<file path="src/rtl/phase_tick_pkg.sv">
// Shared types and constants for the phase-tick timer and its upstream sequence monitor.
package phase_tick_pkg;

  localparam int PHASE_W = 2;
  localparam logic [PHASE_W-1:0] PHASE_LAST = 2'b11;

  typedef enum logic [1:0] {
    ST_IDLE  = 2'b00,
    ST_RUN   = 2'b01,
    ST_DONE  = 2'b10,
    ST_ABORT = 2'b11
  } state_e;

  // Expected successor of an upstream phase (wraps 11 -> 00).
  function automatic logic [PHASE_W-1:0] phase_succ(input logic [PHASE_W-1:0] p);
    return p + 2'b01;
  endfunction

endpackage

</file>
<file path="src/rtl/phase_seq_monitor.sv">
// Tracks the upstream phase/tick history and flags any break in the 00->01->10->11 cadence.
import phase_tick_pkg::*;

module phase_seq_monitor (
  input  logic               clk,
  input  logic               reset_n,
  input  logic [PHASE_W-1:0] phase_in,
  input  logic               tick_in,
  input  logic               clr,
  output logic               mismatch,
  output logic               seq_err
);

  logic [PHASE_W-1:0] prev_phase_r;
  logic               prev_valid_r;
  logic               seq_err_r;
  logic               mismatch_s;

  // The first cycle after reset has no history, so it is never judged.
  always_comb begin
    mismatch_s = 1'b0;
    if (prev_valid_r) begin
      mismatch_s = (phase_in != phase_succ(prev_phase_r)) ||
                   (tick_in != (prev_phase_r == PHASE_LAST));
    end else begin
      mismatch_s = 1'b0;
    end
  end

  // History registers and sticky error; an accepted start wins over a same-cycle mismatch.
  always_ff @(posedge clk or negedge reset_n) begin
    if (!reset_n) begin
      prev_phase_r <= 2'b00;
      prev_valid_r <= 1'b0;
      seq_err_r    <= 1'b0;
    end else begin
      prev_phase_r <= phase_in;
      prev_valid_r <= 1'b1;
      if (clr) begin
        seq_err_r <= 1'b0;
      end else if (mismatch_s) begin
        seq_err_r <= 1'b1;
      end
    end
  end

  assign mismatch = mismatch_s;
  assign seq_err  = seq_err_r;

endmodule

</file>
<file path="src/rtl/phase_tick_timer.sv">
// Counts upstream ticks up to a latched target; aborts the run if the upstream cadence breaks.
import phase_tick_pkg::*;

module phase_tick_timer #(
  parameter int CNT_W = 8
) (
  input  logic               clk,
  input  logic               reset_n,
  input  logic [PHASE_W-1:0] phase_in,
  input  logic               tick_in,
  input  logic               start,
  input  logic [CNT_W-1:0]   target,
  input  logic               ack,
  output logic               busy,
  output logic               done,
  output logic               abort,
  output logic [CNT_W-1:0]   count,
  output logic               seq_err
);

  state_e             state_r;
  logic [CNT_W-1:0]   count_r;
  logic [CNT_W-1:0]   target_r;
  logic               busy_r;
  logic               done_r;
  logic               abort_r;
  logic               mismatch_s;
  logic               clr_s;
  logic [CNT_W-1:0]   count_inc_s;
  logic               terminal_s;

  assign clr_s       = (state_r == ST_IDLE) && start;
  assign count_inc_s = count_r + CNT_W'(1);
  assign terminal_s  = (count_inc_s == target_r);

  phase_seq_monitor u_mon (
    .clk      (clk),
    .reset_n  (reset_n),
    .phase_in (phase_in),
    .tick_in  (tick_in),
    .clr      (clr_s),
    .mismatch (mismatch_s),
    .seq_err  (seq_err)
  );

  // Run-control FSM; status flags are registered alongside each state transition.
  always_ff @(posedge clk or negedge reset_n) begin
    if (!reset_n) begin
      state_r  <= ST_IDLE;
      count_r  <= {CNT_W{1'b0}};
      target_r <= {CNT_W{1'b0}};
      busy_r   <= 1'b0;
      done_r   <= 1'b0;
      abort_r  <= 1'b0;
    end else begin
      case (state_r)
        ST_IDLE: begin
          if (start) begin
            count_r <= {CNT_W{1'b0}};
            if (target != {CNT_W{1'b0}}) begin
              target_r <= target;
              state_r  <= ST_RUN;
              busy_r   <= 1'b1;
            end else begin
              state_r <= ST_DONE;
              done_r  <= 1'b1;
            end
          end
        end
        ST_RUN: begin
          // Abort beats a coincident terminal tick and leaves the count untouched.
          if (mismatch_s) begin
            state_r <= ST_ABORT;
            busy_r  <= 1'b0;
            abort_r <= 1'b1;
          end else if (tick_in) begin
            count_r <= count_inc_s;
            if (terminal_s) begin
              state_r <= ST_DONE;
              busy_r  <= 1'b0;
              done_r  <= 1'b1;
            end
          end
        end
        ST_DONE, ST_ABORT: begin
          if (ack) begin
            state_r <= ST_IDLE;
            done_r  <= 1'b0;
            abort_r <= 1'b0;
          end
        end
        default: begin
          state_r <= ST_IDLE;
          busy_r  <= 1'b0;
          done_r  <= 1'b0;
          abort_r <= 1'b0;
        end
      endcase
    end
  end

  assign busy  = busy_r;
  assign done  = done_r;
  assign abort = abort_r;
  assign count = count_r;

endmodule

</file>
<file path="config.mk">
export PLATFORM = sky130hd
export DESIGN_NAME = phase_tick_timer
export DESIGN_NICKNAME = d
export VERILOG_FILES = /design/src/rtl/phase_tick_pkg.sv /design/src/rtl/phase_seq_monitor.sv /design/src/rtl/phase_tick_timer.sv
export SDC_FILE = /design/constraint.sdc
export NUM_CORES = 1
export LEC_CHECK = 0
export CAP_MARGIN = 30
export CELL_PAD_IN_SITES_DETAIL_PLACEMENT = 1
export CELL_PAD_IN_SITES_GLOBAL_PLACEMENT = 2
export CORE_ASPECT_RATIO = 1.25
export CORE_UTILIZATION = 35
export CTS_BUF_LIST = sky130_fd_sc_hd__clkbuf_8
export DETAILED_ROUTE_END_ITERATION = 12
export PLACE_DENSITY_LB_ADDON = 0.08
export SLEW_MARGIN = 15
export SYNTH_ARGS = -nofsm -noshare
export SYNTH_HDL_FRONTEND = slang
export SYNTH_SLANG_ARGS = --single-unit
</file>
<file path="constraint.sdc">
create_clock -name clk -period 5.2 [get_ports clk]
set_input_delay 1.3 -clock clk [delete_from_list [all_inputs] [get_ports clk]]
set_output_delay 1.3 -clock clk [all_outputs]
set_load 0.02 [all_outputs]
</file>
Word level (Yosys, flattened, before mapping)
Cells that the tools add are included.
- register bits after elaboration: 25
- output and inout bits: 12
- logic and storage cells: 70
- add/subtract/negate cells: 2
- equal/unequal tests: 17
- muxes and demuxes: 28
- reductions and logical operators: 14
- operator list (operator ; count):
    8-bit 2-to-1 mux ; 3
    8-bit case mux with 2 select lines ; 1
    1-bit 2-to-1 mux ; 14
    2-bit inequality test (second input constant) ; 7
    2-bit 2-to-1 mux ; 6
    8-bit by 1-bit adder with 8-bit output (second input constant) ; 1
    8-bit == test ; 1
    4-bit AND reduction ; 2
    8-bit nonzero test ; 1
    2-bit == test (second input constant) ; 3
    3-bit inequality test (second input constant) ; 2
    2-bit case mux with 3 select lines ; 1
    3-bit AND reduction ; 2
    6-bit AND reduction ; 1
    2-bit nonzero test ; 3
    5-bit AND reduction ; 1
    1-bit case mux with 2 select lines ; 2
    1-bit case mux with 3 select lines ; 1
    2-bit by 1-bit adder with 2-bit output (second input constant) ; 1
    2-bit by 1-bit == test with 1-bit output (second input constant) ; 1
    2-bit zero test ; 1
    2-bit by 1-bit inequality test with 1-bit output (second input constant) ; 1
    2-bit inequality test ; 1
    2-bit OR reduction ; 1
    3 further kinds ; 3

Logic depth before layout (Yosys ltp)
- depth in word-level cells: 6
- mapped depth: 8
- gate-level depth less buffers: 7

By module
From an unflattened synthesis, not the netlist that was laid out.
- cell total of the unflattened synthesis: 133
- area, all modules: 1402.6 µm²
- modules (own cells, without submodules) (module ; times used ; cells an instance ; area an instance (µm²) ; seq. area each (µm²)):
    phase_tick_timer ; 1 ; 119 ; 1229.9 ; 525.5
    phase_seq_monitor ; 1 ; 14 ; 172.7 ; 100.1

Least setup slack after synthesis
Ideal clock, no wire load.
- path kind: input to register
- from: input port tick_in
- to: register count_r[6], in the netlist count[6]
- setup time: 0.136 ns
- arrival: 2.483 ns
- required time: 5.064 ns
- slack: 2.582 ns
- stages on the path: 6
- buffers on the path: 0
- cell sequence: xor2_1 -> o31ai_1 -> nand3_1 -> a21o_1 -> o21ai_0 -> o21ai_0
- longest elaborated chain between the ends: 5
- elaborated cells on any way between the ends: 6
- those cells by class: 3 x eq/ne; 1 x mux; 2 x reduce/logical
- ends and longest elaborated chain (item ; RTL line ; RTL):
    from (decl) ; phase_tick_timer.sv:10 ; input logic tick_in,
    1-bit inequality test ; phase_seq_monitor.sv:24 ; (tick_in != (prev_phase_r == PHASE_LAST));
    1-bit logical OR ; phase_seq_monitor.sv:23 ; mismatch_s = (phase_in != phase_succ(prev_phase_r)) ||
    1-bit 2-to-1 mux ; phase_seq_monitor.sv:22 ; if (prev_valid_r) begin
    2-bit inequality test (no line) ; n/a ;
    4-bit AND reduction (no line) * ; n/a ;
    to (signal assigned) ; phase_tick_timer.sv:50 ; count_r <= {CNT_W{1'b0}};
    to (signal assigned) ; phase_tick_timer.sv:59 ; count_r <= {CNT_W{1'b0}};
    to (signal assigned) ; phase_tick_timer.sv:77 ; count_r <= count_inc_s;
    to (decl) ; phase_tick_timer.sv:22 ; logic [CNT_W-1:0] count_r;
Every way passes the cells marked *; elsewhere a longest branch is shown, timed or not.
A chain may end at the register's enable or synchronous reset.

Final worst setup path
- from: input port tick_in
- to: register count_r[3], in the netlist count[3]
Same word-level chain as after synthesis.

==> metrics.txt <==
post-layout util 0.451; Final Skew 0.0100 ns; Highest Clock Rate 0.322 GHz; Seq/Total Area, Yosys 0.458; Final HPWL DP 2.71 mm; Ant. Diodes 0; met3 routed WL 88 um; # resized after CTS 0; Synth cell types 34; most common cell after layout, fill and taps aside clkdlybuf4s50_1; layout cells sized above 1 0.0828; CTS tree done; DRT Pass-1 Iters 8; most frequent cells in the layout clkdlybuf4s50_1 (26), dfrtp_1 (25), o21ai_0 (16); max_cap viols 0; peak supply drop 228 uV; H-tree depth 1; Iter 0 DRT Violations 46; Final nets 187; arrival time at the worst endpoint 3.25 ns; period utilisation layout 0.597; total CTS buffers 3; Post-CTS Setup Repair Bufs 0; clk sinks 25; max incr delay on CP 0.52 ns; Netlist Area Pre-Place 1370 um^2; slew margin rel. 0.639; Setup Crit Path Kind primary input to register; clock root cell clkbuf_8; vias in the first global route 1219; worst path required time 5.35 ns; Hold Crit Class register to register; gr ovfl total 0; syn avg cell area 9.48 um^2; Initial Util 0.364; final setup fails 0; syn_nets 161; Worst-Margin Slew 0.537 ns; Setup TNS Final 0 ns; final WL 3.51 mm; CP Cell Sequence clkdlybuf4s50_1 -> xor2_1 -> o31ai_1 -> nand3_1 -> a21o_1 -> o21ai_0 -> o31ai_1; core region area 3750 um^2; worst-path maximum fanout 8; hold buffer count at cts 0; RSZ-0062 raised after global routing no; Hold Fails Final Rpt 0; via count 1162; clk_lat worst skew 0.27 ns; minimum clock period 3.10 ns; P_leak 0.694 nW; DR top layer met4; count of warnings emitted by yosys 0; All-Layer GR Usage 0.192; most used cell, CP o31ai_1; io pins 27; Syn Inst Count 144; routed metal-1 wirelength 1.48 mm; # DRC 2; Port Buffers 26; largest net degree at the start of global routing 26; Slew Limit Fails 0; Slowest-stage cell, CP clkdlybuf4s50_1; critical path launch point type primary input; Power Dens Cells 451 nW/um^2; CTS Buffer Depth 2; row count 25; first-pass GRT wire length 5.95 mm; ANT nets after route 0; Yosys reg bits 25; flop2flop setup slack 2.99 ns; CTS clk-pin slew, worst paths 0.09 ns; die boundary width 57.9 um; Worst Setup End Kind register; failing checks design-rule violations; Area growth, synth to finish 24.1%; DR vias/cell 5.56; Wirelength per Cell 16.8 um; WL met2 1.91 mm; initial antenna violation count 0; status finished, violations left; die area 4160 um^2; Placer Congestion 0.856; die height 71.8 um
[kinds of logic after synthesis]
family,Yosys count,share of synthesized area
AOI/OAI and AO/OA,39,0.174
xor gates and xnor gates,11,0.0706
adders and majority gates,2,0.0183
buffers and inverters,9,0.0339
DFF,25,0.458
muxes,7,0.0577
other,1,0.00275
and+or+nand+nor,50,0.184
[state kept, by name (all words and copies together) (netlist names)]
signal,flops
u_mon.seq_err,1
u_mon.prev_valid_r,1
count,8
u_mon.prev_phase_r,2
state_r,2
abort,1
done,1
busy,1
target_r,8
[path summary, 6_finish.rpt]
kind                                       start       endpoint  depth (start not counted)
max                                      tick_in       count[3]                          7
min                                u_mon.seq_err  u_mon.seq_err                          2
min reg2reg                        u_mon.seq_err  u_mon.seq_err                          2
min in group asynchronous                reset_n       count[1]                          2
max in group asynchronous                reset_n       count[7]                          2
max reg2reg                u_mon.prev_phase_r[0]       count[3]                          7
[cell usage after synthesis]
library cell,n,share of area
nand2b_1,4,0.018
or2b_1,1,0.0055
buf_2,1,0.0037
conb_1,1,0.0027
a22oi_1,1,0.0055
nor2_1,14,0.038
nand3_1,7,0.026
and2_1,1,0.0046
o31a_1,2,0.013
a21oi_1,6,0.022
inv_1,3,0.0082
nand4_1,3,0.014
dfrtp_1,25,0.46
xnor2_1,4,0.026
nand2_1,13,0.036
mux2_2,7,0.058
buf_6,1,0.0082
o31ai_1,2,0.011
ha_1,2,0.018
a21bo_2,1,0.0073
a21o_1,1,0.0055
nor3_1,1,0.0037
clkbuf_1,3,0.0082
a21boi_0,1,0.0055
and3_1,1,0.0046
a22o_1,1,0.0064
buf_4,1,0.0055
xor2_1,7,0.045
o21ai_0,16,0.059
a41o_1,1,0.0073
o22ai_1,3,0.014
a31oi_1,4,0.018
nor4_4,1,0.016
nor4_1,4,0.018
[layout make-up]
cell class | count | area (um^2)
fill | 444 | 2060
multi-input combinational | 110 | 693
sequential | 25 | 626
timing repair buffer | 27 | 268
tap | 40 | 50.0
clock buffer | 3 | 41.3
inverter | 3 | 11.3
clock inverter | 1 | 5.00
[report_power, final]
group | switching (mW) | leakage (nW) | internal, mW | total [mW]
Clock | 0.0635 | 0.0255 | 0.0537 | 0.117
Sequential | 0.0597 | 0.311 | 0.258 | 0.318
Combinational | 0.173 | 0.358 | 0.157 | 0.330
Total | 0.296 | 0.694 | 0.469 | 0.765
[metal layers]
layer | up-vias | track usage
li1 | 562 | -
met4 | 0 | 0.0556
met2 | 19 | 0.342
met1 | 577 | 0.240
met5 | - | 0
met3 | 4 | 0.0235
[through the flow]
| step | power, mW | setup WS, ns | cells | area [um^2] | hold slack [ns] |
|---|---|---|---|---|---|
| finish | 0.765 | 2.10 | 209 | 1690 | 0.517 |
| global route | 0.828 | 1.82 | 209 | 1690 | 0.543 |
| CTS | 0.777 | 2.07 | 209 | 1690 | 0.530 |
| detailed placement | 0.658 | 1.76 | 205 | 1650 | 0.491 |
| global placement | 0.648 | 1.84 | 205 | 1650 | 0.491 |
| floorplan | 0.535 | 2.58 | 144 | 1370 | 0.496 |
[critical path: cells and delay by family]
kind	cells	cell delay, ns
xor+xnor	1	0.20
compound gates	4	1.06
buf+inv	1	0.52
simple gates	1	0.17
Power figures use the tool's default switching activity.
